===== config.mk =====
export PLATFORM = sky130hd
export DESIGN_NAME = regfile_writeback_queue
export DESIGN_NICKNAME = d
export VERILOG_FILES = /design/src/rtl/regfile_writeback_queue.sv
export SDC_FILE = /design/constraint.sdc
export NUM_CORES = 1
export LEC_CHECK = 0
export ABC_AREA = 1
export BUFFER_PORTS_ARGS = -buffer_cell sky130_fd_sc_hd__buf_2
export CAP_MARGIN = 20
export CORE_ASPECT_RATIO = 1.25
export CORE_UTILIZATION = 39
export CTS_BUF_LIST = sky130_fd_sc_hd__clkbuf_8
export CTS_CLUSTER_SIZE = 8
export DETAILED_ROUTE_END_ITERATION = 10
export HOLD_SLACK_MARGIN = 0.06
export PLACE_DENSITY_LB_ADDON = 0.12
export SETUP_SLACK_MARGIN = 0.02
export SYNTH_ARGS = -nofsm -noshare
export SYNTH_HDL_FRONTEND = slang
export SYNTH_SLANG_ARGS = --single-unit
export TNS_END_PERCENT = 50

===== constraint.sdc =====
create_clock -name clk -period 2.1 [get_ports clk]
set_input_delay 0.21 -clock clk [delete_from_list [all_inputs] [get_ports clk]]
set_output_delay 0.21 -clock clk [all_outputs]
set_load 0.01 [all_outputs]

===== src/rtl/regfile_writeback_queue.sv =====
// Write-back queue that buffers datapath results and drains them into the register file write port.
// Optional pending-data forwarding for the two read addresses is enabled by defining WB_FORWARD_EN.
module regfile_writeback_queue #(
    parameter int DEPTH = 4,
    parameter int CW    = 3
) (
    input  logic          clk,
    input  logic          reset,
    input  logic          in_valid,
    output logic          in_ready,
    input  logic [4:0]    in_reg,
    input  logic [7:0]    in_data,
    input  logic          drain_en,
    output logic          regWrite,
    output logic [4:0]    write_register,
    output logic [7:0]    write_data,
    input  logic [4:0]    lookup_reg_1,
    input  logic [4:0]    lookup_reg_2,
    output logic          fwd_hit_1,
    output logic          fwd_hit_2,
    output logic [7:0]    fwd_data_1,
    output logic [7:0]    fwd_data_2,
    output logic [CW-1:0] count,
    output logic          empty,
    output logic          full
);
    localparam int PW = (DEPTH > 1) ? $clog2(DEPTH) : 1;

    logic [4:0]    reg_mem  [DEPTH];
    logic [7:0]    data_mem [DEPTH];
    logic [PW-1:0] head;
    logic [PW-1:0] tail;
    logic [CW-1:0] count_q;
    logic          push;
    logic          pop;

    // Handshake: a request transfers on any edge where in_valid & in_ready;
    // register 0 requests transfer but are dropped because r0 is never written.
    assign count    = count_q;
    assign empty    = (count_q == '0);
    assign full     = (count_q == CW'(DEPTH));
    assign in_ready = ~full;
    assign push     = in_valid & in_ready & (in_reg != 5'd0);
    assign regWrite = drain_en & ~empty;
    assign pop      = regWrite;

    assign write_register = empty ? 5'd0 : reg_mem[head];
    assign write_data     = empty ? 8'd0 : data_mem[head];

    always_ff @(posedge clk) begin
        if (reset) begin
            head    <= '0;
            tail    <= '0;
            count_q <= '0;
        end else begin
            if (push) tail <= tail + PW'(1);
            if (pop)  head <= head + PW'(1);
            case ({push, pop})
                2'b10:   count_q <= count_q + CW'(1);
                2'b01:   count_q <= count_q - CW'(1);
                default: count_q <= count_q;
            endcase
        end
    end

    // Entry storage needs no reset; occupancy is tracked by the pointers.
    always_ff @(posedge clk) begin
        if (!reset && push) begin
            reg_mem[tail]  <= in_reg;
            data_mem[tail] <= in_data;
        end
    end

`ifdef WB_FORWARD_EN
    // Walk oldest to youngest so the youngest matching entry wins.
    always_comb begin
        fwd_hit_1  = 1'b0;
        fwd_hit_2  = 1'b0;
        fwd_data_1 = 8'd0;
        fwd_data_2 = 8'd0;
        for (int i = 0; i < DEPTH; i++) begin
            if (CW'(i) < count_q) begin
                if (lookup_reg_1 != 5'd0 && reg_mem[head + PW'(i)] == lookup_reg_1) begin
                    fwd_hit_1  = 1'b1;
                    fwd_data_1 = data_mem[head + PW'(i)];
                end
                if (lookup_reg_2 != 5'd0 && reg_mem[head + PW'(i)] == lookup_reg_2) begin
                    fwd_hit_2  = 1'b1;
                    fwd_data_2 = data_mem[head + PW'(i)];
                end
            end
        end
    end
`else
    logic unused_lookup;
    assign unused_lookup = ^{lookup_reg_1, lookup_reg_2};
    assign fwd_hit_1  = 1'b0;
    assign fwd_hit_2  = 1'b0;
    assign fwd_data_1 = 8'd0;
    assign fwd_data_2 = 8'd0;
`endif
endmodule

==> results.ini <==
[run_status]
run_status=finished clean

[routing]
routed_via_density=4.52
drt_first_iter_violations=43
dr.pass1.iters=4
drt_wl_total_mm=4.94
drc=0
route.vias.total=1766
antenna_violating_nets_post_route=0
wire_per_inst_um=12.6

[synthesis]
synth_simple_gate_area_share_pct=13.8
yosysMostFrequentCell=nor2_1
yosys.cell_types.count=20
mux_share_of_post_synthesis_cell_area_pct=0
yosys-top-cells-area=edfxtp_1 (57%), nor2_1 (9.6%), dfxtp_1 (6.6%), buf_4 (5.2%), a21oi_1 (3.1%)
synth_largest_type_area_fraction_pct=57.0
synth_top_family_by_area=simple AND/OR/NAND/NOR gates
synth_largest_area_cell=edfxtp_1
synth-xor-area-share_pct=0.320
synth-warning-count=0
synth.cells.most_frequent=nor2_1 (70), edfxtp_1 (52), buf_4 (19)
netlist_area_sq_mm=0.00274
synth_compound_gate_area_share_pct=8.23
post_synth.cell_area_avg_sq_um=10.8
yosys_register_bits=61
ys_dominant_reg_cell=edfxtp_1
synth_adder_area_share_pct=3.02
yosysSeqAreaShare_pct=63.6
gate_count_of_the_mapped_netlist=253
synth-edff-count=52
postSynth.asyncResetShare_pct=0

[clock_network]
clkSinkCount=61
cts-buffers-inserted=9
htreeDepth=3
cts-root-to-sink-buffers=2
tritoncts_clock_tree=built
root_buffer=clkbuf_8
clock_pin_slew_on_the_worst_setup_and_hold_paths_ns=0.06
clkLatencyLatePin_ns=0.33

[flow_run]
maxCapViolCount=0

[power_and_ir_drop]
switching_power_uw=1250
share_comb_of_total_power_pct=32.2
internal_power_contribution_uw=2370
p_seq_share_pct=41.7
leakage_uw=0.00128
power.density_cell_area_mw_per_mm2=1150
vdd_drop_max_mv=0.872
p_clk_share_pct=26.1
power_switching_share_pct=34.5

[floorplan]
floorplan.die.height_um=95.7
io_pins=65
die_width_um=76.9
core_sq_mm=0.00669
initial_core_util_pct=40.9
row_count=33
die_area_sq_mm=0.00736

[layout]
flow.area_growth_from_synthesis_pct=14.4
filler_cell_count=644
antennaDiodeCount=0
postLayoutCoreUtil_pct=46.8
post_route_cells_drive_above_1_share_pct=22.0
num-nets-final=332

[critical_path]
timing.reg2reg.setup_slack_ns=0.27
cp_slowest_cell=dfxtp_2
critical_path.max_fanout=26
path_class=flip-flop to output port
crit_path_max_incr_delay_ns=0.40
critical_path_buf_inv_count=2
timing.critical_path.to=write_register[3]
regToRegStartpoint=count[2]$_SDFFE_PP0P_
kind_of_end_point_of_the_critical_path=output port
category_of_cells_accounting_for_the_largest_share_of_critical_path_delay=buffers and inverters
crit_path_start_kind=flip-flop
crit_arrival_ns=1.63
chain_of_cells_forming_the_critical_path=inv_2 > o21ai_0 > a21oi_1 > buf_2
worst-path-stages=4
worst_r2r_endpoint=count[2]$_SDFFE_PP0P_
timing.reg2reg.worst_path_depth=13
worst_ep_required_time_ns=1.89

[timing]
period_needed_ns=1.84
final_hold_viol_count=0
slew_violations=0
finalSetupViolCount=0
fin_skew_ns=0.00881
timing.fmax_mhz=543
final.period_utilization_pct=87.8
setup-tns-final_ns=0
setup_ws_ns=0.257
unrepaired_setup_endpoints_after_global_routing=false

[global_routing]
first_pass_grt_wire_length_mm=7.91
maximum_number_of_pins_on_one_net_before_global_route_repair=27
overflow=0
grt_use_total_pct=15.1
first_global_vias=1690
antenna_violations_before_repair=0

[place]
hpwl_mm=3.09
portBuffers=36
gp_congestion=0.669
preCtsSetupSlack_ns=0.136

[worst_hold_path]
worstHoldPathType=primary input to flip-flop

placed cells by master (no fill, tap or decap), types with 9 or more instances in the layout:
master / n
buf_2: 36
edfxtp_1: 52
a21oi_1: 17
o21ai_1: 17
conb_1: 18
nand2_1: 11
clkbuf_8: 9
inv_1: 19
nor2_1: 70
o21ai_0: 11
power by group through the flow:
stage	combinational, uW	clock (uW)	sequential, uW
detailed placement	1180	0	1530
global route	1330	1020	1520
floorplan	860	0	1510
CTS	1190	964	1510
global placement	1170	0	1530
finish	1160	943	1510
sequential cells by signal, indices dropped and copies added (netlist names), named ones only:
register	flops
count	3
reg_mem	20
data_mem	32
head	2
tail	2
metrics by stage:
stage | hold WS (ns) | cells | power (uW) | area (sq um)
6_report | 0.0940 | 391 | 3610 | 3130
5_1_grt | 0.0762 | 391 | 3880 | 3130
4_1_cts | 0.0794 | 391 | 3660 | 3130
3_5_place_dp | 0.416 | 374 | 2710 | 2940
3_3_place_gp | 0.407 | 374 | 2700 | 2940
2_1_floorplan | 0.288 | 270 | 2370 | 2800
cells by family (layout without fill, tap and decap cells):
logic type	after synthesis	after routing
and+or+nand+nor	91	91
DFF	61	61
buffers and inverters	48	82
AOI/OAI and AO/OA	45	45
adders and majority gates	6	6
other	1	18
xor gates and xnor gates	1	1
worst min-delay path by stage:
stage | from | end | slack, ns | cells after the start
after global placement | reset | head[1]$_SDFFE_PP0P_ | 0.41 | 2
final | in_data[4] | data_mem[1][4]$_DFFE_PP_ | 0.09 | 1
after floorplan | reset | flip-flop | 0.29 | 1
after detailed placement | reset | flip-flop | 0.42 | 2
after global routing | in_data[3] | data_mem[1][3]$_DFFE_PP_ | 0.08 | 1
after CTS | in_data[4] | data_mem[1][4]$_DFFE_PP_ | 0.08 | 1
worst reg2reg max path: stages (launching register included):
cell	delay (ns)
dfxtp_1	0.42
inv_1	0.11
nand2_2	0.10
nand2_2	0.07
inv_2	0.09
ha_1	0.14
inv_1	0.06
fa_1	0.38
nor2_1	0.11
nor2_1	0.05
nand2_1	0.07
nand2_1	0.05
nand2_1	0.05
nor2_1	0.03
routing by layer:
layer / GRT usage (%) / routed length (um) / vias up
li1: - / - / 891
met1: 15.8 / 2100 / 832
met2: 27.4 / 2560 / 36
met3: 4.02 / 196 / 7
met4: 8.65 / 72 / 0
met5: 0 / 0 / -
final cells by class:
cell class                 instances  area [sq um]  share of cell area [%]
sequential                        61          1740                    55.6
clock buffer                       9           124                    3.95
clock inverter                     7          57.6                    1.84
multi-input combinational        161           762                    24.3
timing repair buffer              44           255                    8.15
tap                               87           109                    3.47
inverter                          22          82.6                    2.64
what timing repair did:
action,in CTS,in global routing
setup buffers,0,0
hold buffers,1,0
hold endpoints to repair,2,0
resized for setup,0,1
endpoints found under the setup margin,0,13
No activity file was read; power rests on OpenSTA's default activity.
